File: config.mk
export PLATFORM = sky130hd
export DESIGN_NAME = alu_181_seq
export DESIGN_NICKNAME = d
export VERILOG_FILES = /design/src/rtl/alu_181_seq.sv
export SDC_FILE = /design/constraint.sdc
export NUM_CORES = 1
export LEC_CHECK = 0
export CAP_MARGIN = 15
export CORE_MARGIN = 2
export CORE_UTILIZATION = 40
export CTS_CLUSTER_SIZE = 24
export DETAILED_ROUTE_END_ITERATION = 10
export PLACE_DENSITY = 0.74
export SETUP_SLACK_MARGIN = 0.02
export SLEW_MARGIN = 15
export SYNTH_ARGS = -nofsm -noshare
export SYNTH_HDL_FRONTEND = slang
export SYNTH_SLANG_ARGS = --single-unit
File: constraint.sdc
create_clock -name clk -period 2.1 [get_ports clk]
set_input_delay 0.21 -clock clk [delete_from_list [all_inputs] [get_ports clk]]
set_output_delay 0.21 -clock clk [all_outputs]
set_load 0.02 [all_outputs]
File: src/rtl/alu_181_seq.sv
// rtl/alu_181_seq.sv - nibble-serial 74181-style ALU with start/ready/done handshake.
// Optional accumulator operand source under `ALU181_SEQ_ACC_EN (adds acc_sel port).
module alu_181_seq #(
  parameter int WIDTH = 16
) (
  input  logic             clk,
  input  logic             rst,
  input  logic             start,
`ifdef ALU181_SEQ_ACC_EN
  input  logic             acc_sel,
`endif
  input  logic [WIDTH-1:0] A,
  input  logic [WIDTH-1:0] B,
  input  logic [3:0]       S,
  input  logic             M,
  input  logic             Cn,
  output logic             ready,
  output logic [WIDTH-1:0] F,
  output logic             Cn4,
  output logic             E,
  output logic             G,
  output logic             P,
  output logic             done
);

  localparam int NIB = WIDTH / 4;
  localparam int KW  = (NIB > 1) ? $clog2(NIB) : 1;

  typedef enum logic [1:0] {IDLE, RUN, DONE} state_t;

  state_t           state;
  logic [WIDTH-1:0] a_r, b_r, shadow, sh_next, a_src;
  logic [3:0]       s_r;
  logic             m_r, c_r;
  logic [KW-1:0]    k;
  logic             gacc, pacc;

  logic [3:0]       u, v, f_n;
  logic [4:0]       c;
  logic             g_k, p_k, gacc_next, pacc_next;

`ifdef ALU181_SEQ_ACC_EN
  assign a_src = acc_sel ? F : A;
`else
  assign a_src = A;
`endif

  // Operands shift right each RUN cycle, so the live nibble is always bits [3:0].
  always_comb begin
    u = a_r[3:0] | (b_r[3:0] & {4{s_r[0]}}) | (~b_r[3:0] & {4{s_r[1]}});
    v = (a_r[3:0] & ~b_r[3:0] & {4{s_r[2]}}) | (a_r[3:0] & b_r[3:0] & {4{s_r[3]}});
    c = '0;
    c[0] = ~c_r;
    for (int i = 0; i < 4; i++) begin
      c[i+1] = v[i] | (u[i] & c[i]);
    end
    f_n = m_r ? ~(u ^ v) : (u ^ v ^ c[3:0]);
    g_k = v[3] | (u[3] & v[2]) | (u[3] & u[2] & v[1]) | (u[3] & u[2] & u[1] & v[0]);
    p_k = &u;
    gacc_next = g_k | (p_k & gacc);
    pacc_next = pacc & p_k;
    sh_next = shadow >> 4;
    sh_next[WIDTH-1 -: 4] = f_n;
  end

  always_ff @(posedge clk) begin
    if (rst) begin
      state  <= IDLE;
      ready  <= 1'b1;
      done   <= 1'b0;
      F      <= '0;
      Cn4    <= 1'b1;
      E      <= 1'b0;
      G      <= 1'b1;
      P      <= 1'b1;
      a_r    <= '0;
      b_r    <= '0;
      shadow <= '0;
      s_r    <= '0;
      m_r    <= 1'b0;
      c_r    <= 1'b1;
      k      <= '0;
      gacc   <= 1'b0;
      pacc   <= 1'b1;
    end else begin
      done <= 1'b0;
      case (state)
        IDLE, DONE: begin
          if (start) begin
            a_r   <= a_src;
            b_r   <= B;
            s_r   <= S;
            m_r   <= M;
            c_r   <= Cn;
            k     <= '0;
            gacc  <= 1'b0;
            pacc  <= 1'b1;
            state <= RUN;
            ready <= 1'b0;
          end else begin
            state <= IDLE;
            ready <= 1'b1;
          end
        end
        RUN: begin
          a_r    <= a_r >> 4;
          b_r    <= b_r >> 4;
          shadow <= sh_next;
          c_r    <= ~c[4];
          gacc   <= gacc_next;
          pacc   <= pacc_next;
          if (k == KW'(NIB - 1)) begin
            state <= DONE;
            ready <= 1'b1;
            done  <= 1'b1;
            F     <= sh_next;
            E     <= &sh_next;
            Cn4   <= m_r | ~c[4];
            G     <= m_r | ~gacc_next;
            P     <= m_r | ~pacc_next;
          end else begin
            k <= k + 1'b1;
          end
        end
        default: begin
          state <= IDLE;
          ready <= 1'b1;
        end
      endcase
    end
  end

endmodule
==> metrics.cfg, run 1 <==
[power]
power_density_mw_per_mm2 = 810
power_leakage_nw = 1.48
vdd_ir_drop_max_v = 0.000369

[floorplan]
dieArea_mm2 = 0.00892
core_mm2 = 0.00781
rows = 32
initial_core_util_pct = 41.9
die_x_um = 94.4
pin_count = 63
die_h_um = 94.4

[global_route]
grt_use_met2_pct = 30.1
grt_util_all_layers_pct = 18.9
antenna_found_initial = 0
grt_max_degree = 51
use_met3_pct = 3.99
overflow = 0
first_global_vias = 2765
grt_pass1_wl_um = 13200
busiest_layer = met2
met1_usage_pct = 25.5

[drt]
first_pass_iters = 4
vias_per_cell = 5.36
postRouteAntennaNets = 0
remaining_drc_errors = 0
drt_iter0_markers = 169
wl_um = 8160
wire_per_inst_um = 14.6
vias = 3003

[clock_network]
cts-resized-gates = 0
clk_pin_slew_ns = 0.08
cts_buffers = 9
cts-root-buf = clkbuf_8
cts_tree = built
post_cts.repair.setup_buffers = 0
cts_buffer_depth = 2
cts_sinks = 78
cts_max_level = 3
insertion_delay_ns = 0.35
hold_buffers = 0

[setup_path]
crit_path_start_kind = flop
cp-end-kind = flop
crit_start = s_r[2]
r2r_end = F[15]
crit_type = reg -> reg
r2r_slack_ns = 0.23
arrival_ns = 2.13
ff2ff_path_depth = 6
worst_ep_required_time_ns = 2.36
critPathMaxFanout = 9
r2r-start = s_r[2]

[final_layout]
nets = 495
layout_common_cells = 77 x dfxtp_1, 61 x clkdlybuf4s50_1, 60 x nand2_1, 58 x nor2_1, 40 x a21oi_1
antenna_cells = 0
layout-drive-gt1-share_pct = 8.08
finish.utilization_pct = 53.4
area.growth.synth_to_final_pct = 27.4
final_common_cell = dfxtp_1

[sta]
fin_crit_sh_pct = 89.1
slew_headroom_pct = 64.9
fin_skew_ns = 0.00553
maxClockFrequency_mhz = 535
tightest_slew_ns = 0.527
finalSetupTns_ns = 0
hold_violations = 0
min_period_ns = 1.87
setup_viol = 0
rsz0062_at_grt = false
finalMaxSlewViolations = 0

[synth]
ys.flop_type = dfxtp_1
synth_edf_count = 0
synth.cell_area_mm2 = 0.00327
ys.warnings.count = 0
yosys.cell_types.count = 43
syn_inst = 405
syn_avg_cell_area_um2 = 8.08
synthArstFlopShare_pct = 0
ys_seq_area_share_pct = 47.7
syn_nets = 447
synth-seq-cells = 78

[place]
gp_congestion = 0.830
io_buffers = 62
dp_hpwl_um = 5580

[hold_path]
hold_start = rst
min_to = gacc
hold_depth = 2
worstHoldPathType = in -> reg

[job]
drv_cap = 0

[outcome]
status = complete, no violations

-- per-layer routing --
metal  vias up  wire (um)
met5         -          0
met2        80       3790
li1       1512          -
met4         0        102
met3        10        417
met1      1401       3850
-- worst max-delay path by stage --
stage | endpoint | depth (start not counted) | slack, ns
4_1_cts | F[15] | 6 | 0.25
3_5_place_dp | shadow[15] | 6 | 0.26
2_1_floorplan | F[15] | 6 | 0.48
5_1_grt | E | 6 | 0.06
3_3_place_gp | F[15] | 6 | 0.33
6_report | F[15] | 6 | 0.23
-- synth_stat cells, types with 3 or more instances --
cell	n	area, um^2
dfxtp_1	78	1560
a211oi_1	14	105
nor2b_1	6	37.5
o22ai_1	26	163
a21oi_1	40	200
xnor2_1	3	26.3
a22oi_1	8	60.1
inv_1	4	15.0
buf_2	6	30.0
clkbuf_1	27	101
nand2_1	60	225
nor3_1	29	145
nand4_1	3	18.8
mux2_2	3	33.8
nand2b_1	6	37.5
nor2_1	58	218
-- cell families (layout without fill, tap and decap cells) --
group	after synthesis	in the layout	synth area share (%)
adders and majority gates	1	1	0.382
AOI/OAI and AO/OA	106	106	20.8
muxes	4	4	1.49
and+or+nand+nor	171	171	23.0
buffers and inverters	41	94	5.51
DFF	78	78	47.7
xor gates and xnor gates	4	4	1.07
-- per-stage QoR --
step | instance area [um^2] | power, mW | worst slack, ns | hold slack (ns) | std cells
6_report | 4170 | 3.38 | 0.230 | 0.323 | 560
5_1_grt | 4170 | 3.51 | 0.0644 | 0.353 | 560
4_1_cts | 4170 | 3.39 | 0.250 | 0.312 | 560
3_5_place_dp | 3950 | 2.18 | 0.261 | 0.450 | 544
3_3_place_gp | 3950 | 2.17 | 0.331 | 0.446 | 544
2_1_floorplan | 3270 | 2.00 | 0.482 | 0.346 | 405
-- registers in the layout, summed over array words and instances, names as in the netlist --
name and cells:
Cn4 1, gacc 1, c_r 1, s_r 4, G 1, k 2
F 16, ready 1, pacc 1, b_r 16, state 2, E 1
shadow 12, done 1, P 1, m_r 1, a_r 16
-- layout make-up --
| class | instances | area [um^2] |
|---|---|---|
| fill | 753 | 3640 |
| multi-input combinational | 286 | 1530 |
| timing repair buffer | 74 | 718 |
| tap | 102 | 128 |
| clock inverter | 5 | 83.8 |
| inverter | 4 | 15.0 |
| sequential | 78 | 1560 |
| clock buffer | 11 | 131 |
-- worst max-delay path, cell delays in order (launching register included) --
cell	delay (ns)
dfxtp_1	0.51
mux2_4	0.23
a21boi_2	0.05
o31ai_1	0.42
a221oi_2	0.14
xnor2_1	0.18
a211oi_1	0.25
-- power breakdown --
| part | switching [mW] | internal [mW] | total [mW] | leakage, nW |
|---|---|---|---|---|
| sequential | 0.0924 | 1.56 | 1.65 | 0.638 |
| combinational | 0.258 | 0.239 | 0.497 | 0.745 |
| clock | 0.554 | 0.672 | 1.23 | 0.0998 |
| total | 0.905 | 2.47 | 3.38 | 1.48 |
Note: power is estimated with default switching activity, not from simulation.
==> run 2: changes to the inputs <==
Settings changed: CAP_MARGIN 15 to not set, PLACE_DENSITY 0.74 to not set.
==> metrics.cfg, run 2 (synthesis gave the netlist of run 1 again) <==
[clock_network]
insertion_delay_ns = 0.35
hold_buffers = 0
cts_tree = built
cts_buffers = 9
cts_max_level = 3
cts_sinks = 78
clk_pin_slew_ns = 0.08
cts-resized-gates = 0
cts-root-buf = clkbuf_8
cts_buffer_depth = 2
post_cts.repair.setup_buffers = 0

[sta]
fin_skew_ns = 0.00933
slew_headroom_pct = 33.7
maxClockFrequency_mhz = 525
hold_violations = 0
finalSetupTns_ns = 0
setup_viol = 0
min_period_ns = 1.91
rsz0062_at_grt = false
tightest_slew_ns = 0.991
fin_crit_sh_pct = 90.7
finalMaxSlewViolations = 0

[final_layout]
nets = 497
layout-drive-gt1-share_pct = 8.91
finish.utilization_pct = 54.1
antenna_cells = 0
final_common_cell = dfxtp_1
layout_common_cells = 78 x dfxtp_1, 61 x clkdlybuf4s50_1, 60 x nand2_1, 58 x nor2_1, 40 x a21oi_1
reg_top3 = F x16, a_r x16, b_r x16
area.growth.synth_to_final_pct = 29.2

[drt]
vias_per_cell = 5.23
vias = 2937
drt_iter0_markers = 140
remaining_drc_errors = 0
wl_um = 8230
first_pass_iters = 4
postRouteAntennaNets = 0
wire_per_inst_um = 14.6

[power]
fin_total_pwr_mw = 3.53
power_density_mw_per_mm2 = 835
vdd_ir_drop_max_v = 0.000474
power_leakage_nw = 1.52

[global_route]
grt_max_degree = 58
first_global_vias = 2662
overflow = 0
antenna_found_initial = 0
grt_pass1_wl_um = 13500
use_met3_pct = 4.23
grt_util_all_layers_pct = 19.6
met1_usage_pct = 29.1
grt_use_met2_pct = 28.1
busiest_layer = met1

[job]
drv_cap = 0

[hold_path]
hold_depth = 2
worstHoldPathType = in -> reg

[floorplan]
die_x_um = 94.4
rows = 32
core_mm2 = 0.00781
initial_core_util_pct = 41.9
dieArea_mm2 = 0.00892
pin_count = 63
die_h_um = 94.4

[place]
io_buffers = 62
dp_hpwl_um = 5640
gp_congestion = 0.764

[setup_path]
cpPeakStageDelay_ns = 0.52
cp-end-kind = flop
critPathSlowestCell = dfxtp_1
crit_path_start_kind = flop
path_cells = and2b_4 -> or3_4 -> a221oi_2 -> xnor2_1 -> a211oi_1
worst_ep_required_time_ns = 2.31
crit_family = simple AND/OR/NAND/NOR gates
crit_buf_inv = 0
worst-path-stages = 5
arrival_ns = 2.12
critPathMaxFanout = 10
crit_type = reg -> reg
ff2ff_path_depth = 5

[outcome]
status = complete, no violations

## run 2: final timing paths
path | startpoint | end | slack [ns]
min | rst | gacc | 0.30
max reg2reg | b_r[2] | F[15] | 0.19
min reg2reg | F[5] | F[5] | 0.46
max | b_r[2] | F[15] | 0.19
## run 2: final cells by class
| cell class | instances | area [um^2] |
|---|---|---|
| Clock buffer | 11 | 141 |
| Sequential cell | 78 | 1560 |
| Clock inverter | 5 | 106 |
| Timing Repair Buffer | 76 | 733 |
| Tap cell | 102 | 128 |
| Fill cell | 788 | 3580 |
| Multi-Input combinational cell | 286 | 1540 |
| Inverter | 4 | 15.0 |
## run 2: report_power, final
group / internal, mW / switching [mW] / leakage, nW
registers: 1.56 / 0.0907 / 0.638
logic: 0.243 / 0.267 / 0.760
clock network: 0.825 / 0.544 / 0.120
## run 2: through the flow
step                      worst slack, ns  hold WS [ns]  cell area [um^2]  cells
after global routing               0.0949         0.299              4230    562
after CTS                           0.105         0.274              4220    562
final                               0.194         0.296              4230    562
after detailed placement            0.129         0.447              3970    546
after global placement              0.140         0.445              3970    546
after floorplan                     0.482         0.346              3270    405
## run 2: metal layers
layer  wire [um]  share of wire (%)
met1        4170                 51
met2        3620                 44
met3         340                4.1
met4          92                1.1
met5           0                  0
